--- src/rtl/stream_arb_if.sv ---
// stream_arb_if: handshake bundle between two beat requesters and the
// stream_arb block arbiter feeding stream_in.
//   slave  : arbiter side (takes requests, drives rdy and the output stream)
//   master : requester/consumer side (the mirror image)
// Signals: stall, vld0/1, tin0/1, din0/1 -> arbiter
//          rdy0/1, vout, tout, dout, owner, busy, blk_done <- arbiter
interface stream_arb_if #(
    parameter int DW = 16,
    parameter int TW = 2
);
    logic          stall;
    logic          vld0, vld1;
    logic [TW-1:0] tin0, tin1;
    logic [DW-1:0] din0, din1;
    logic          rdy0, rdy1;
    logic          vout;
    logic [TW-1:0] tout;
    logic [DW-1:0] dout;
    logic          owner;
    logic          busy;
    logic          blk_done;

    modport slave (
        input  stall, vld0, vld1, tin0, tin1, din0, din1,
        output rdy0, rdy1, vout, tout, dout, owner, busy, blk_done
    );

    modport master (
        output stall, vld0, vld1, tin0, tin1, din0, din1,
        input  rdy0, rdy1, vout, tout, dout, owner, busy, blk_done
    );
endinterface

--- src/rtl/stream_arb.sv ---
// stream_arb: two-port block arbiter in front of the stream_in deserializer.
// Ownership is granted a whole block (BEATS beats) at a time so every word
// stream_in assembles has a single source and type. One IDLE cycle separates
// blocks; stall only holds off new grants.
// Ports:
//   clk   - clock, rising edge
//   rst   - asynchronous reset, active low
//   s     - stream_arb_if.slave (requests in, beat stream / status out)
// Build option: STREAM_ARB_PRIO_EN selects fixed priority (port 0 wins ties)
// instead of the default round-robin.
module stream_arb #(
    parameter int DW    = 16,
    parameter int TW    = 2,
    parameter int BEATS = 8
) (
    input  logic          clk,
    input  logic          rst,
    stream_arb_if.slave   s
);
    localparam int CW = $clog2(BEATS);

    typedef enum logic {IDLE, BUSY} state_t;

    state_t        state_q, state_d;
    logic [CW-1:0] cnt_q, cnt_d;
    logic          lp_q, lp_d;
    logic          owner_q, owner_d;
    logic          vout_q, vout_d;
    logic          done_q, done_d;
    logic [TW-1:0] tout_q, tout_d;
    logic [DW-1:0] dout_q, dout_d;

    logic win;
    logic acc;

    // Winner of an IDLE arbitration; only meaningful when some port requests.
`ifdef STREAM_ARB_PRIO_EN
    assign win = !s.vld0;
`else
    assign win = (s.vld0 && s.vld1) ? !lp_q : s.vld1;
`endif

    // Beat transfer from the owner this cycle.
    assign acc = (state_q == BUSY) && (owner_q ? s.vld1 : s.vld0);

    always_comb begin
        state_d = state_q;
        cnt_d   = cnt_q;
        lp_d    = lp_q;
        owner_d = owner_q;
        vout_d  = 1'b0;
        done_d  = 1'b0;
        tout_d  = tout_q;
        dout_d  = dout_q;
        case (state_q)
            IDLE: begin
                if (!s.stall && (s.vld0 || s.vld1)) begin
                    owner_d = win;
                    cnt_d   = '0;
                    state_d = BUSY;
                end
            end
            BUSY: begin
                if (acc) begin
                    vout_d = 1'b1;
                    dout_d = owner_q ? s.din1 : s.din0;
                    // Type is captured once per block, on its first beat.
                    if (cnt_q == '0) tout_d = owner_q ? s.tin1 : s.tin0;
                    cnt_d = cnt_q + CW'(1);
                    if (cnt_q == CW'(BEATS - 1)) begin
                        done_d  = 1'b1;
                        lp_d    = owner_q;
                        state_d = IDLE;
                    end
                end
            end
            default: state_d = IDLE;
        endcase
    end

    always_ff @(posedge clk or negedge rst) begin
        if (!rst) begin
            state_q <= IDLE;
            cnt_q   <= '0;
            lp_q    <= 1'b1;  // port 0 wins the first tie
            owner_q <= 1'b0;
            vout_q  <= 1'b0;
            done_q  <= 1'b0;
            tout_q  <= '0;
            dout_q  <= '0;
        end else begin
            state_q <= state_d;
            cnt_q   <= cnt_d;
            lp_q    <= lp_d;
            owner_q <= owner_d;
            vout_q  <= vout_d;
            done_q  <= done_d;
            tout_q  <= tout_d;
            dout_q  <= dout_d;
        end
    end

    assign s.rdy0     = (state_q == BUSY) && !owner_q;
    assign s.rdy1     = (state_q == BUSY) &&  owner_q;
    assign s.vout     = vout_q;
    assign s.tout     = tout_q;
    assign s.dout     = dout_q;
    assign s.owner    = owner_q;
    assign s.busy     = (state_q == BUSY);
    assign s.blk_done = done_q;
endmodule

--- src/flat_wrapper.sv ---
// flat-port wrapper written by rule: the top's interface ports become plain ports
module stream_arb_flat 
#(
    parameter int DW    = 16,
    parameter int TW    = 2,
    parameter int BEATS = 8
)
  (clk, rst, s_stall, s_vld0, s_vld1, s_tin0, s_tin1, s_din0, s_din1, s_rdy0, s_rdy1, s_vout, s_tout, s_dout, s_owner, s_busy, s_blk_done);
  stream_arb_if #(.DW(DW), .TW(TW)) s_i ();
  input  logic clk;
  input  logic rst;
  input wire logic [$bits(s_i.stall)-1:0] s_stall;
  input wire logic [$bits(s_i.vld0)-1:0] s_vld0;
  input wire logic [$bits(s_i.vld1)-1:0] s_vld1;
  input wire logic [$bits(s_i.tin0)-1:0] s_tin0;
  input wire logic [$bits(s_i.tin1)-1:0] s_tin1;
  input wire logic [$bits(s_i.din0)-1:0] s_din0;
  input wire logic [$bits(s_i.din1)-1:0] s_din1;
  output wire logic [$bits(s_i.rdy0)-1:0] s_rdy0;
  output wire logic [$bits(s_i.rdy1)-1:0] s_rdy1;
  output wire logic [$bits(s_i.vout)-1:0] s_vout;
  output wire logic [$bits(s_i.tout)-1:0] s_tout;
  output wire logic [$bits(s_i.dout)-1:0] s_dout;
  output wire logic [$bits(s_i.owner)-1:0] s_owner;
  output wire logic [$bits(s_i.busy)-1:0] s_busy;
  output wire logic [$bits(s_i.blk_done)-1:0] s_blk_done;
  assign s_i.stall = s_stall;
  assign s_i.vld0 = s_vld0;
  assign s_i.vld1 = s_vld1;
  assign s_i.tin0 = s_tin0;
  assign s_i.tin1 = s_tin1;
  assign s_i.din0 = s_din0;
  assign s_i.din1 = s_din1;
  assign s_rdy0 = s_i.rdy0;
  assign s_rdy1 = s_i.rdy1;
  assign s_vout = s_i.vout;
  assign s_tout = s_i.tout;
  assign s_dout = s_i.dout;
  assign s_owner = s_i.owner;
  assign s_busy = s_i.busy;
  assign s_blk_done = s_i.blk_done;
  stream_arb #(.DW(DW), .TW(TW), .BEATS(BEATS)) u_core (.clk(clk), .rst(rst), .s(s_i));
endmodule
--- config.mk ---
export PLATFORM = sky130hd
export DESIGN_NAME = stream_arb_flat
export DESIGN_NICKNAME = d
export VERILOG_FILES = /design/src/rtl/stream_arb_if.sv /design/src/rtl/stream_arb.sv /design/src/flat_wrapper.sv
export SDC_FILE = /design/constraint.sdc
export NUM_CORES = 1
export LEC_CHECK = 0
export BUFFER_PORTS_ARGS = -buffer_cell sky130_fd_sc_hd__buf_2
export CAP_MARGIN = 20
export CORE_MARGIN = 5
export CORE_UTILIZATION = 41
export DETAILED_ROUTE_END_ITERATION = 8
export HOLD_SLACK_MARGIN = 0.1
export PLACE_DENSITY = 0.83
export SYNTH_ARGS = -nofsm -noshare
export SYNTH_HDL_FRONTEND = slang
export SYNTH_SLANG_ARGS = --single-unit
--- constraint.sdc ---
create_clock -name clk -period 1.34 [get_ports clk]
set_input_delay 0.134 -clock clk [delete_from_list [all_inputs] [get_ports clk]]
set_output_delay 0.134 -clock clk [all_outputs]
set_load 0.05 [all_outputs]
## After elaboration in Yosys (flattened, before gate mapping)

Index checks and enable logic that the tools add are counted.
Widths: inputs -> output; s select.

| word-level totals | value |
|---|---|
| register bits after elaboration | 26 |
| input bits | 41 |
| output and inout port bits | 24 |
| word-level logic and storage cells | 44 |

| cells by class | value |
|---|---|
| add/sub/neg operators | 1 |
| equality and inequality tests | 3 |
| mux-type cells | 16 |
| bitwise operators | 1 |
| reduce and logical (&&, ||, !) cells | 15 |

Operators with widths:

| kind | count |
|---|---|
| $mux 16 | 1 |
| $mux 1 | 10 |
| $mux 3 | 2 |
| $pmux 3 s2 | 1 |
| $reduce_and 2->1 | 3 |
| $reduce_and 3->1 | 2 |
| $logic_and 1x1->1 | 5 |
| $add 3x1->3 const B | 1 |
| $eq 3x3->1 const B | 1 |
| $logic_not 1->1 | 3 |
| $logic_not 3->1 | 1 |
| $mux 2 | 1 |
| $ne 2x1->1 const B | 1 |
| $ne 2x2->1 const B | 1 |
| $pmux 1 s2 | 1 |
| $logic_or 1x1->1 | 1 |
| $not 1->1 | 1 |

## Longest topological paths before layout

Gate-level depths: netlist of run 1.

| depth | value |
|---|---|
| depth after elaboration | 4 |
| mapped depth | 5 |
| gate-level depth less buffers | 4 |

## Worst setup path before layout of run 1

No wires, ideal clock.

| timing path | value |
|---|---|
| path kind | reg-to-output |
| from | register u_core.state_q (netlist: u_core.s.busy) |
| to | output s_rdy0 |
| arrival time | 1.957 ns |
| data required time | 1.206 ns |
| slack | -0.751 ns |
| cell stages (with the launch flop) | 4 |
| path buffers | 2 |
| cell sequence | dfrtp_1 -> clkbuf_1 -> clkbuf_1 -> nor2b_1 |

| between the ends | value |
|---|---|
| cells in the longest elaborated chain, start to end | 1 |

Ends and longest elaborated chain:

| element | line | text |
|---|---|---|
| start: declaration | stream_arb.sv:24 | `state_t state_q, state_d;` |
| start signal: assignment | stream_arb.sv:92 | `state_q <= state_d;` |
| $logic_and 1x1->1 | stream_arb.sv:103 | `assign s.rdy0 = (state_q == BUSY) && !owner_q;` |
| end: declaration | flat_wrapper.sv:19 | `output wire logic [$bits(s_i.rdy0)-1:0] s_rdy0;` |

Every way passes these cells.

## Worst setup path in the final report of run 1

| timing path | value |
|---|---|
| from | register u_core.owner_q (netlist: u_core.s.owner) |
| to | register u_core.tout_q[1] (netlist: u_core.s.tout[1]) |

| between the ends | value |
|---|---|
| cells in the longest elaborated chain, start to end | 3 |
| elaborated cells between the ends (all ways) | 4 |
| those cells by class | mux: 2; reduce/logical: 2 |

Ends and longest elaborated chain:

| element | line | text |
|---|---|---|
| start: declaration | stream_arb.sv:27 | `logic owner_q, owner_d;` |
| start signal: assignment | stream_arb.sv:95 | `owner_q <= owner_d;` |
| $mux 1 | stream_arb.sv:44 | `assign acc = (state_q == BUSY) && (owner_q ? s.vld1 : s.vld0);` |
| $logic_and 1x1->1 | stream_arb.sv:44 |  |
| $reduce_and 3->1 (no line) | -- |  |
| end signal: assignment | stream_arb.sv:98 | `tout_q <= tout_d;` |
| end: declaration | stream_arb.sv:30 | `logic [TW-1:0] tout_q, tout_d;` |

Several ways; a longest one is shown, not always the timed one.
A chain may end at the register's enable or synchronous reset.

==> summary.txt, run 1 <==
Power
  • Peak VDD IR: 1.30 mV
  • Power Dens Cells: 2810 nW/um2
  • Lkg Pwr: 0.939 nW

Clocking
  • CTS H-Tree Depth: 1
  • Clk buf depth: 2
  • Total CTS buffers: 3
  • Root Driver: clkbuf_4
  • Worst-path clk slew: 0.14 ns
  • Worst-Skew Late Latency: 0.31 ns
  • CTS tree: yes
  • Clk sinks: 26

Global routing
  • Total GRT Usage: 15.7%
  • Initial antenna violation count: 0
  • Number of global-route vias before repair: 1,209
  • Largest net degree at the start of global routing: 27
  • First-pass GRT wire length: 5380 um
  • GRT Residual Overflow: 0

Setup path
  • Worst EP required: 1.56 ns
  • Arr. time, crit path: 1.64 ns
  • Crit Path Max Fanout: 5
  • Critical path endpoint category: flip-flop
  • Critical path class: reg -> reg
  • Startpoint Class: flip-flop

Detailed routing
  • Total Wirelength: 3370 um
  • Initial DRC Count: 31
  • 1st-pass router iterations: 4
  • Antenna Nets Post-Route: 0
  • DRC Markers: 0
  • WL per Instance: 14.0 um
  • Via count: 1,205
  • Drt via density: 5.02

Synth
  • Number of synthesized flops with an enable pin: 0
  • Async SR Flop Fraction: 100%
  • Synth cell count leaders: dfrtp_1, a21oi_1, mux2i_1
  • Synthesized net count: 163
  • Sequential share of the synthesized area: 49.6%
  • Share of the synthesized area in the top cell type: 47.6%
  • YS warnings: 0
  • Ranking of synthesized cells by area: dfrtp_1, mux2i_1, a21oi_1, a21oi_2, ha_1
  • Most common cell in the synthesized netlist: dfrtp_1
  • FF+latch count, synth: 26
  • Syn Std Cell Area: 1310 um2
  • Post-synth top flop: dfrtp_1
  • Synth area leader: dfrtp_1
  • Synth cell types: 27
  • Syn Inst Count: 119
  • Post-Syn Area per Cell: 11.0 um2

Timing
  • Fmax: 705 MHz
  • Tcrit/Tclk final: 106%
  • Normalized max-slew margin: 61.8%
  • Final setup fails: 5
  • Final Hold Fails: 0
  • Final Max Slew Viols: 0
  • Final hold slack: 0.0928 ns
  • Fin worst setup slack: -0.0791 ns
  • Tmin final: 1.42 ns
  • Final Skew: 0.00465 ns
  • Unrepaired setup endpoints after global routing: yes
  • Worst Max-Slew Pin Slew: 0.574 ns

Die
  • I/O pin total: 65
  • Die ar.: 4440 um2
  • Die Y-Extent: 66.6 um
  • Core area: 3050 um2
  • Row count: 20
  • Initial Util: 43.0%
  • Die width: 66.6 um

Finish
  • Layout area overhead: 45.6%
  • Util after Layout: 62.7%
  • Nets: 241
  • Ratio of cells with drive above 1 in the final layout: 55.6%
  • Diode count: 0

Run
  • Max cap viols: 0

Hold path
  • HP Class: in -> reg

Status
  • Status: finished with violations
  • Failing checks: setup timing

Placed design
  • Buffers on Ports: 64
  • Routability Congestion: 0.800
  • DP HPWL: 2440 um
[state kept, by name (all words and copies together), names as in the netlist]
signal / flops
u_core.s.blk_done: 1
u_core.cnt_q: 3
u_core.s.vout: 1
u_core.s.owner: 1
u_core.lp_q: 1
u_core.s.dout: 16
u_core.s.busy: 1
u_core.s.tout: 2
[per-layer routing]
layer	track usage, %	vias to the layer above	share of wire, %
met5	0	-	0
met4	7.36	0	0.80
met3	2.02	2	7.5
met2	28.1	41	50
met1	18.3	579	42
li1	-	583	-
[logic make-up after synthesis]
family / synth area share (%)
AOI/OAI and AO/OA: 19.7
DFF: 49.6
muxes: 16.8
and+or+nand+nor: 6.00
buffers and inverters: 5.05
adders and majority gates: 2.86
[cell type report]
cell class              count  area (um2)
clock buffers               4        36.3
fillers                   283        1140
inverters                   3        11.3
multi-input cells          81         639
flip-flops and latches     26         654
well taps                  44        55.1
repair buffers             82         517
[report_power, final]
group / leakage [nW] / switching [W] / internal, W
registers: 0.292 / 0.000221 / 0.00117
logic: 0.626 / 0.00229 / 0.00129
clock network: 0.0210 / 0.000223 / 0.000166
[path summary, 6_finish.rpt]
kind | start | endpoint | slack (ns) | cells past startpoint
worst max-delay path | u_core.s.owner | u_core.s.tout[1] | -0.08 | 3
worst min-delay path | s_din0[12] | u_core.s.dout[12] | 0.09 | 3
worst max register to register | u_core.s.owner | u_core.s.tout[1] | -0.08 | 3
worst min register to register | u_core.lp_q | u_core.lp_q | 0.52 | 2
max in group asynchronous | rst | u_core.s.busy | 0.61 | 2
min in group asynchronous | rst | u_core.s.blk_done | 0.33 | 2
[worst max-delay path: stages, from the launching register on]
cell and delay (ns):
dfrtp_2 0.45, mux2_4 0.34, and4b_1 0.22, mux2_4 0.30
[metrics by stage]
stage	setup WS (ns)	area, um2	cells	TNS [ns]	total power [W]
after floorplan	-0.165	1340	119	-2.27	0.00387
after CTS	-0.0662	1870	240	-0.227	0.00528
after detailed placement	-0.0334	1730	228	-0.0656	0.00465
after global routing	-0.106	1910	240	-0.417	0.00570
final	-0.0791	1910	240	-0.254	0.00537
after global placement	0.0126	1730	228	0	0.00460
[what timing repair did]
action	in CTS	in global routing
setup endpoints to repair	20	21
resized for setup	10	11
hold buffers	3	0
endpoints found under the hold margin	27	0
pin swaps	1	2
buffers inserted	5	0
[placed cells by master (no fill, tap or decap), types with 3 or more instances in the layout]
master	n
buf_2	61
dfrtp_1	23
a21oi_1	21
mux2i_1	14
a21oi_2	12
buf_4	9
buf_6	7
inv_1	3
mux2_4	3
nor2_1	3
nand2_1	3
nand3_1	3
ha_1	3
clkbuf_4	3
dlygate4sd3_1	3
No activity file was read; power rests on OpenSTA's default activity.
==> inputs of run 2 (changes only) <==
--- a/config.mk
+++ b/config.mk
@@ -5,13 +5,14 @@
 export SDC_FILE = /design/constraint.sdc
 export NUM_CORES = 1
 export LEC_CHECK = 0
+export ABC_AREA = 1
 export BUFFER_PORTS_ARGS = -buffer_cell sky130_fd_sc_hd__buf_2
 export CAP_MARGIN = 20
 export CORE_MARGIN = 5
-export CORE_UTILIZATION = 41
+export CORE_UTILIZATION = 42
 export DETAILED_ROUTE_END_ITERATION = 8
 export HOLD_SLACK_MARGIN = 0.1
-export PLACE_DENSITY = 0.83
+export PLACE_DENSITY = 0.82
 export SYNTH_ARGS = -nofsm -noshare
 export SYNTH_HDL_FRONTEND = slang
 export SYNTH_SLANG_ARGS = --single-unit
==> run 2 against run 1 <==
Against the previous run:
- the run now ends clean
- worst hold slack gained 0.016 ns
- maximum frequency grew 8.3%
- first-iteration DRC count grew 130%
- cell count grew 30%
- critical endpoint is now s_rdy1
- highest routed layer unchanged
==> summary.txt, run 2 <==
Finish
  • Commonest non-fill, non-tap cells in the layout: nand2_1, buf_2, dfrtp_1, nand3_1, buf_4
  • Fillcell total: 306 (+8.1%)
  • Diode count: 0 (unchanged)
  • Ratio of cells with drive above 1 in the final layout: 38.3% (-17 points)
  • Commonest non-fill, non-tap cell in the layout: nand2_1
  • Max reg flops: 16 (unchanged)
  • Layout area overhead: 38.0%
  • Nets: 311 (+29%)

Timing
  • Tcrit/Tclk final: 97.8% (-8.1 points)
  • Fmax: 763 MHz (+8.3%)
  • Tmin final: 1.31 ns (-0.109 ns)
  • Final Hold Fails: 0 (unchanged)
  • Normalized max-slew margin: 61.9% (+0.097 points)
  • Final Max Slew Viols: 0 (unchanged)
  • Worst Max-Slew Pin Slew: 0.572 ns (-0.00146 ns)
  • Unrepaired setup endpoints after global routing: yes
  • Final setup fails: 0 (-5)
  • Final Skew: 0.00828 ns (+0.00363 ns)
  • Final hold slack: 0.109 ns (+0.0164 ns)

Run
  • Max cap viols: 0 (unchanged)

Die
  • I/O pin total: 65 (unchanged)
  • Die ar.: 4800 um2 (+8.1%)
  • Core area: 3360 um2 (+10%)
  • Die Y-Extent: 69.3 um (+4.0%)
  • Initial Util: 43.9% (+0.83 points)
  • Die width: 69.3 um (+4.0%)
  • Row count: 21 (+5.0%)

Setup path
  • Startpoint Class: flip-flop
  • Crit Path Max Fanout: 5 (unchanged)
  • Critical path class: reg -> out
  • Cells along the critical path: buf_8 > nand2_4 > clkinvlp_4 > buf_8
  • Critical path's slowest cell: dfrtp_2
  • Arr. time, crit path: 1.18 ns (-0.46 ns)
  • Worst EP required: 1.21 ns (-0.35 ns)
  • Worst setup startpoint: u_core.s.owner
  • Critical path endpoint category: primary output
  • Worst path most repeated cell: buf_8
  • Critical register-to-register path startpoint: u_core.s.owner
  • Max stage delay on crit path: 0.45 ns (about the same)

Placed design
  • Routability Congestion: 0.781 (-2.4%)
  • Buffers on Ports: 64 (unchanged)
  • DP HPWL: 2640 um (+8.0%)

Power
  • Total power draw: 0.00522 W (-2.7%)
  • Peak VDD IR: 0.890 mV (-31%)
  • Lkg Pwr: 1.20 nW (+28%)
  • Power Dens Cells: 2560 nW/um2 (-8.6%)

Synth
  • Syn Std Cell Area: 1480 um2 (+12%)
  • Post-synth top flop: dfrtp_1
  • Mux share of post-synthesis cell area: 0% (-17 points)
  • Synth cell count leaders: nand2_1, dfrtp_1, nand3_1
  • Most common cell in the synthesized netlist: nand2_1
  • Synthesized net count: 230 (+41%)
  • Synth Area in Compound Gates: 0.339% (-19 points)
  • Post-Syn Area per Cell: 7.93 um2 (-28%)
  • Synth cell types: 17 (-37%)
  • Number of synthesized flops with an enable pin: 0 (unchanged)
  • Syn Inst Count: 186 (+56%)
  • Largest family of logic cells by synthesized area: simple AND/OR/NAND/NOR gates
  • Async SR Flop Fraction: 100% (unchanged)
  • Share of the synthesized area in the top cell type: 42.4% (-5.2 points)
  • Simple-gate share of the synthesized area: 42.7% (+37 points)
  • Adder-cell share of the synthesized area: 2.54% (-0.31 points)
  • Synth Area in XOR/XNOR: 0% (unchanged)
  • FF+latch count, synth: 26 (unchanged)
  • YS warnings: 0 (unchanged)
  • Synth area leader: dfrtp_1
  • Ranking of synthesized cells by area: dfrtp_1, nand2_1, nand3_2, buf_6, nand3_1
  • Sequential share of the synthesized area: 44.2% (-5.4 points)

Global routing
  • Total GRT Usage: 15.4% (-0.32 points)
  • Initial antenna violation count: 0 (unchanged)
  • Largest net degree at the start of global routing: 27 (unchanged)
  • First-pass GRT wire length: 6220 um (+15%)
  • GRT Residual Overflow: 0 (unchanged)
  • Number of global-route vias before repair: 1,406 (+16%)

Detailed routing
  • WL per Instance: 12.2 um (-13%)
  • Initial DRC Count: 72 (+130%)
  • Via count: 1,440 (+20%)
  • Drt via density: 4.62 (-8.1%)
  • Antenna Nets Post-Route: 0 (unchanged)
  • 1st-pass router iterations: 4 (unchanged)
  • DRC Markers: 0 (unchanged)
  • Total Wirelength: 3820 um (+13%)

Clocking
  • CTS H-Tree Depth: 1 (unchanged)
  • Clk sinks: 26 (unchanged)
  • Clk buf depth: 2 (unchanged)
  • Total CTS buffers: 3 (unchanged)
  • CTS tree: yes
  • Worst-path clk slew: 0.14 ns (about the same)
  • Root Driver: clkbuf_4
  • Worst-Skew Late Latency: 0.30 ns (about the same)

Hold path
  • HP Class: in -> reg
  • HP Start: s_din0[3]

Status
  • Status: complete, no violations
-- run 2: cell count changes in the layout (fill, tap and decap cells not counted), sizes merged, moves of 3 or more --
cell         delta
nand2         +104
a21oi          -33
nand3          +20
mux2i          -16
dlygate4sd3     +6
inv             +5
mux2            -5
nand4           +3
-- run 2: worst paths after layout --
path                                    endpoint  slack, ns  cells after the start
worst min register to register       u_core.lp_q       0.48                      2
worst min-delay path            u_core.s.dout[3]       0.11                      5
worst max register to register  u_core.s.tout[0]       0.10                      7
min in group asynchronous          u_core.s.vout       0.34                      2
max in group asynchronous         u_core.s.owner       0.60                      2
worst max-delay path                      s_rdy1       0.03                      4
-- run 2: power by group --
| group | total [W] | leakage (nW) | switching (W) | internal, W |
|---|---|---|---|---|
| logic | 0.00346 | 0.858 | 0.00240 | 0.00106 |
| clock network | 0.000379 | 0.0210 | 0.000214 | 0.000165 |
| registers | 0.00139 | 0.319 | 0.000240 | 0.00115 |
-- run 2: layer usage --
metal | global-route usage [%] | up-vias | part of all wire (%)
met4 | 3.47 | 0 | 0.31
li1 | - | 736 | -
met1 | 17.2 | 657 | 39
met2 | 28.2 | 45 | 54
met5 | 0 | - | 0
met3 | 4.78 | 2 | 7.1
-- run 2: kinds of logic after synthesis --
logic type               count (synthesis)
AND/OR/NAND/NOR                        136
AO/OA/AOI/OAI                            1
flip-flops                              26
buffers and inverters                   20
adder cells (fa/ha/maj)                  3
-- run 2: stage by stage --
| stage | TNS, ns | setup WS (ns) | cell area, um2 | utilization [%] | cells |
|---|---|---|---|---|---|
| detailed placement | 0 | 0.0901 | 1810 | 53.8 | 292 |
| CTS | 0 | 0.0223 | 1970 | 58.6 | 308 |
| global placement | 0 | 0.110 | 1810 | 53.8 | 292 |
| finish | 0 | 0.0295 | 2040 | 60.5 | 312 |
| global route | -0.0287 | -0.0287 | 2040 | 60.5 | 312 |
| floorplan | 0 | 0.00382 | 1490 | - | 186 |
-- run 2: what timing repair did --
item / 4_1_cts / 5_1_grt
setup endpoints to repair: 3 / 5
hold buffers: 6 / 3
setup buffers: 6 / 1
resized for setup: 6 / 6
hold endpoints to repair: 29 / 3
-- run 2: area by class of cell --
class	instances	area [um2]	share of cell area, %
multi-input cells	140	696	34.2
flip-flops and latches	26	654	32.1
well taps	46	57.6	2.83
repair buffers	87	547	26.9
clock buffers	4	36.3	1.78
inverters	9	45.0	2.21
-- run 2: critical path, delay by kind of cell (launching register included) --
family | cells | cell delay (ns)
flops | 1 | 0.45
buf+inv | 3 | 0.37
simple gates | 1 | 0.06
==> inputs of run 3 (changes only) <==
--- a/config.mk
+++ b/config.mk
@@ -10,6 +10,7 @@
 export CAP_MARGIN = 20
 export CORE_MARGIN = 5
 export CORE_UTILIZATION = 42
+export CTS_BUF_LIST = sky130_fd_sc_hd__clkbuf_8 sky130_fd_sc_hd__clkbuf_16
 export DETAILED_ROUTE_END_ITERATION = 8
 export HOLD_SLACK_MARGIN = 0.1
 export PLACE_DENSITY = 0.82
==> run 3 against run 2 <==
Against the previous run:
- first-iteration DRC count down 28%
- non-clock buffer count is 13 lower
- cell count is 4.2% lower
- clock-buffer cell count unchanged
- die area stayed put
- sequential share of layout area is 2.1 points higher
- register-to-register slack about the same
- sequential power is essentially flat
- largest power group unchanged
- highest routed layer unchanged
==> summary.txt, run 3 (synthesized netlist as in run 2, its figures left out) <==
Power
  • Total power draw: 0.00510 W (-2.3%)
  • Switching share of power: 54.6% (about the same)
  • Power Dens Cells: 2670 nW/um2 (+4.0%)
  • Lkg Pwr: 1.14 nW (-4.8%)
  • Peak VDD IR: 0.899 mV (+0.96%)
  • Sequential power share: 27.3% (+0.7 points)
  • P_int: 0.00232 W (-2.2%)
  • Gate power share: 63.1% (-3.1 points)
  • Psw: 0.00279 W (-2.4%)
  • Clock Power Share: 9.5% (+2.2 points)

Detailed routing
  • Drt via density: 4.54 (-1.6%)
  • 1st-pass router iterations: 4 (unchanged)
  • Via count: 1,358 (-5.7%)
  • Antenna Nets Post-Route: 0 (unchanged)
  • WL per Instance: 11.6 um (-5.5%)
  • Initial DRC Count: 52 (-28%)
  • DRC Markers: 0 (unchanged)
  • Total Wirelength: 3460 um (-9.5%)

Timing
  • Setup TNS: 0 ns (unchanged)
  • Final Max Slew Viols: 0 (unchanged)
  • Final Skew: 0.00124 ns (-0.00704 ns)
  • Fmax: 778 MHz (+1.9%)
  • Final hold slack: 0.154 ns (+0.0444 ns)
  • Tcrit/Tclk final: 95.9% (-1.8 points)
  • Worst Max-Slew Pin Slew: 0.572 ns (+0.000130 ns)
  • Final setup fails: 0 (unchanged)
  • Normalized max-slew margin: 61.8% (about the same)
  • Unrepaired setup endpoints after global routing: no
  • Final Hold Fails: 0 (unchanged)
  • Tmin final: 1.29 ns (-0.0248 ns)

Global routing
  • First-pass GRT wire length: 5890 um (-5.2%)
  • GR peak layer: met2
  • Largest net degree at the start of global routing: 27 (unchanged)
  • Initial antenna violation count: 0 (unchanged)
  • Number of global-route vias before repair: 1,344 (-4.4%)
  • M3 GR Usage: 4.64% (-0.14 points)
  • Met1 usage: 16.7% (-0.54 points)
  • GRT Residual Overflow: 0 (unchanged)
  • Met2 usage: 26.1% (-2.1 points)
  • Total GRT Usage: 14.5% (-0.85 points)

Setup path
  • Critical path endpoint category: primary output
  • Critical path's slowest cell: dfrtp_2
  • Max stage delay on crit path: 0.42 ns (-0.03 ns)
  • Worst EP required: 1.21 ns (about the same)
  • Worst Path Buf+Inv: 2 (-1)
  • Cells along the critical path: buf_6 > nor2_4 > clkbuf_4
  • Worst path top cell family by delay: flip-flops
  • Arr. time, crit path: 1.15 ns (-0.03 ns)
  • Crit Path Max Fanout: 15 (+10)
  • Startpoint Class: flip-flop
  • Critical path class: reg -> out

Die
  • Die width: 69.3 um (unchanged)
  • Row count: 21 (unchanged)
  • I/O pin total: 65 (unchanged)
  • Die ar.: 4800 um2 (unchanged)
  • Initial Util: 43.9% (unchanged)
  • Core area: 3360 um2 (unchanged)
  • Die Y-Extent: 69.3 um (unchanged)

Finish
  • Ratio of cells with drive above 1 in the final layout: 38.3% (about the same)
  • Diode count: 0 (unchanged)
  • Commonest non-fill, non-tap cells in the layout: nand2_1, buf_2, dfrtp_1, nand3_1, nand3_2
  • Util after Layout: 56.9% (-3.6 points)
  • Commonest non-fill, non-tap cell in the layout: nand2_1
  • Nets: 298 (-4.2%)
  • Max reg flops: 16 (unchanged)
  • Layout area overhead: 29.7%

Status
  • Status: complete, no violations

Clocking
  • Clk sinks: 26 (unchanged)
  • CTS H-Tree Depth: 1 (unchanged)
  • CTS tree: yes
  • Total CTS buffers: 3 (unchanged)
  • Root Driver: clkbuf_8
  • Worst-Skew Late Latency: 0.26 ns (-0.04 ns)
  • Worst-path clk slew: 0.08 ns (-0.06 ns)
  • Clk buf depth: 2 (unchanged)

Placed design
  • Routability Congestion: 0.781 (unchanged)
  • Buffers on Ports: 64 (unchanged)
  • DP HPWL: 2640 um (unchanged)

Hold path
  • HP Class: in -> reg

Run
  • Max cap viols: 0 (unchanged)
run 3: cell types whose count changed in the layout (fill, tap and decap cells not counted), sizes merged:
cell and delta:
buf -6, clkbuf +1, dlygate4sd3 -8
run 3: worst paths after layout:
kind,start,end,slack [ns],cells after the start
max,u_core.s.owner,s_rdy0,0.05,3
min,s_din0[3],u_core.s.dout[3],0.15,5
max reg2reg,u_core.s.owner,u_core.cnt_q[0],0.11,6
min reg2reg,u_core.lp_q,u_core.lp_q,0.47,2
max in group asynchronous,rst,u_core.s.owner,0.52,2
min in group asynchronous,rst,u_core.s.vout,0.40,2
run 3: worst register-to-register path: cells and delay by family (launching register included):
family / cells / cell delay (ns)
flip-flops: 1 / 0.42
buffers and inverters: 3 / 0.46
AND/OR/NAND/NOR: 3 / 0.24
run 3: what timing repair did:
item | CTS | global route
endpoints found under the setup margin | 3 | 3
gates resized for setup | 3 | 3
setup buffers | 1 | 1
hold endpoints to repair | 25 | 0
hold buffers | 1 | 0
run 3: cell type report:
cell class | instances | area [um2]
Tap cell | 46 | 57.6
Sequential cell | 26 | 654
Inverter | 9 | 45.0
Clock buffer | 4 | 55.1
Fill cell | 325 | 1450
Multi-Input combinational cell | 140 | 691
Timing Repair Buffer | 74 | 410
run 3: per-layer routing:
| layer | part of all wire [%] | wire, um | vias to the layer above |
|---|---|---|---|
| met5 | 0 | 0 | - |
| met4 | 0.35 | 12 | 0 |
| met3 | 5.9 | 204 | 2 |
| met2 | 51 | 1780 | 30 |
| met1 | 42 | 1460 | 618 |
| li1 | - | - | 708 |
run 3: metrics by stage:
stage               std cells  setup WS, ns  cell area (um2)
finish                    299        0.0543             1910
global route              299       0.00187             1910
CTS                       298       0.00269             1890
detailed placement        292        0.0901             1810
global placement          292         0.110             1810
floorplan                 186       0.00382             1490
run 3: power by group through the flow:
stage,clock [W],sequential [W],combinational (W)
after floorplan,0,0.00240,0.00154
after global placement,0,0.00141,0.00304
after detailed placement,0,0.00144,0.00310
after CTS,0.000500,0.00140,0.00319
after global routing,0.000536,0.00145,0.00349
final,0.000486,0.00139,0.00322
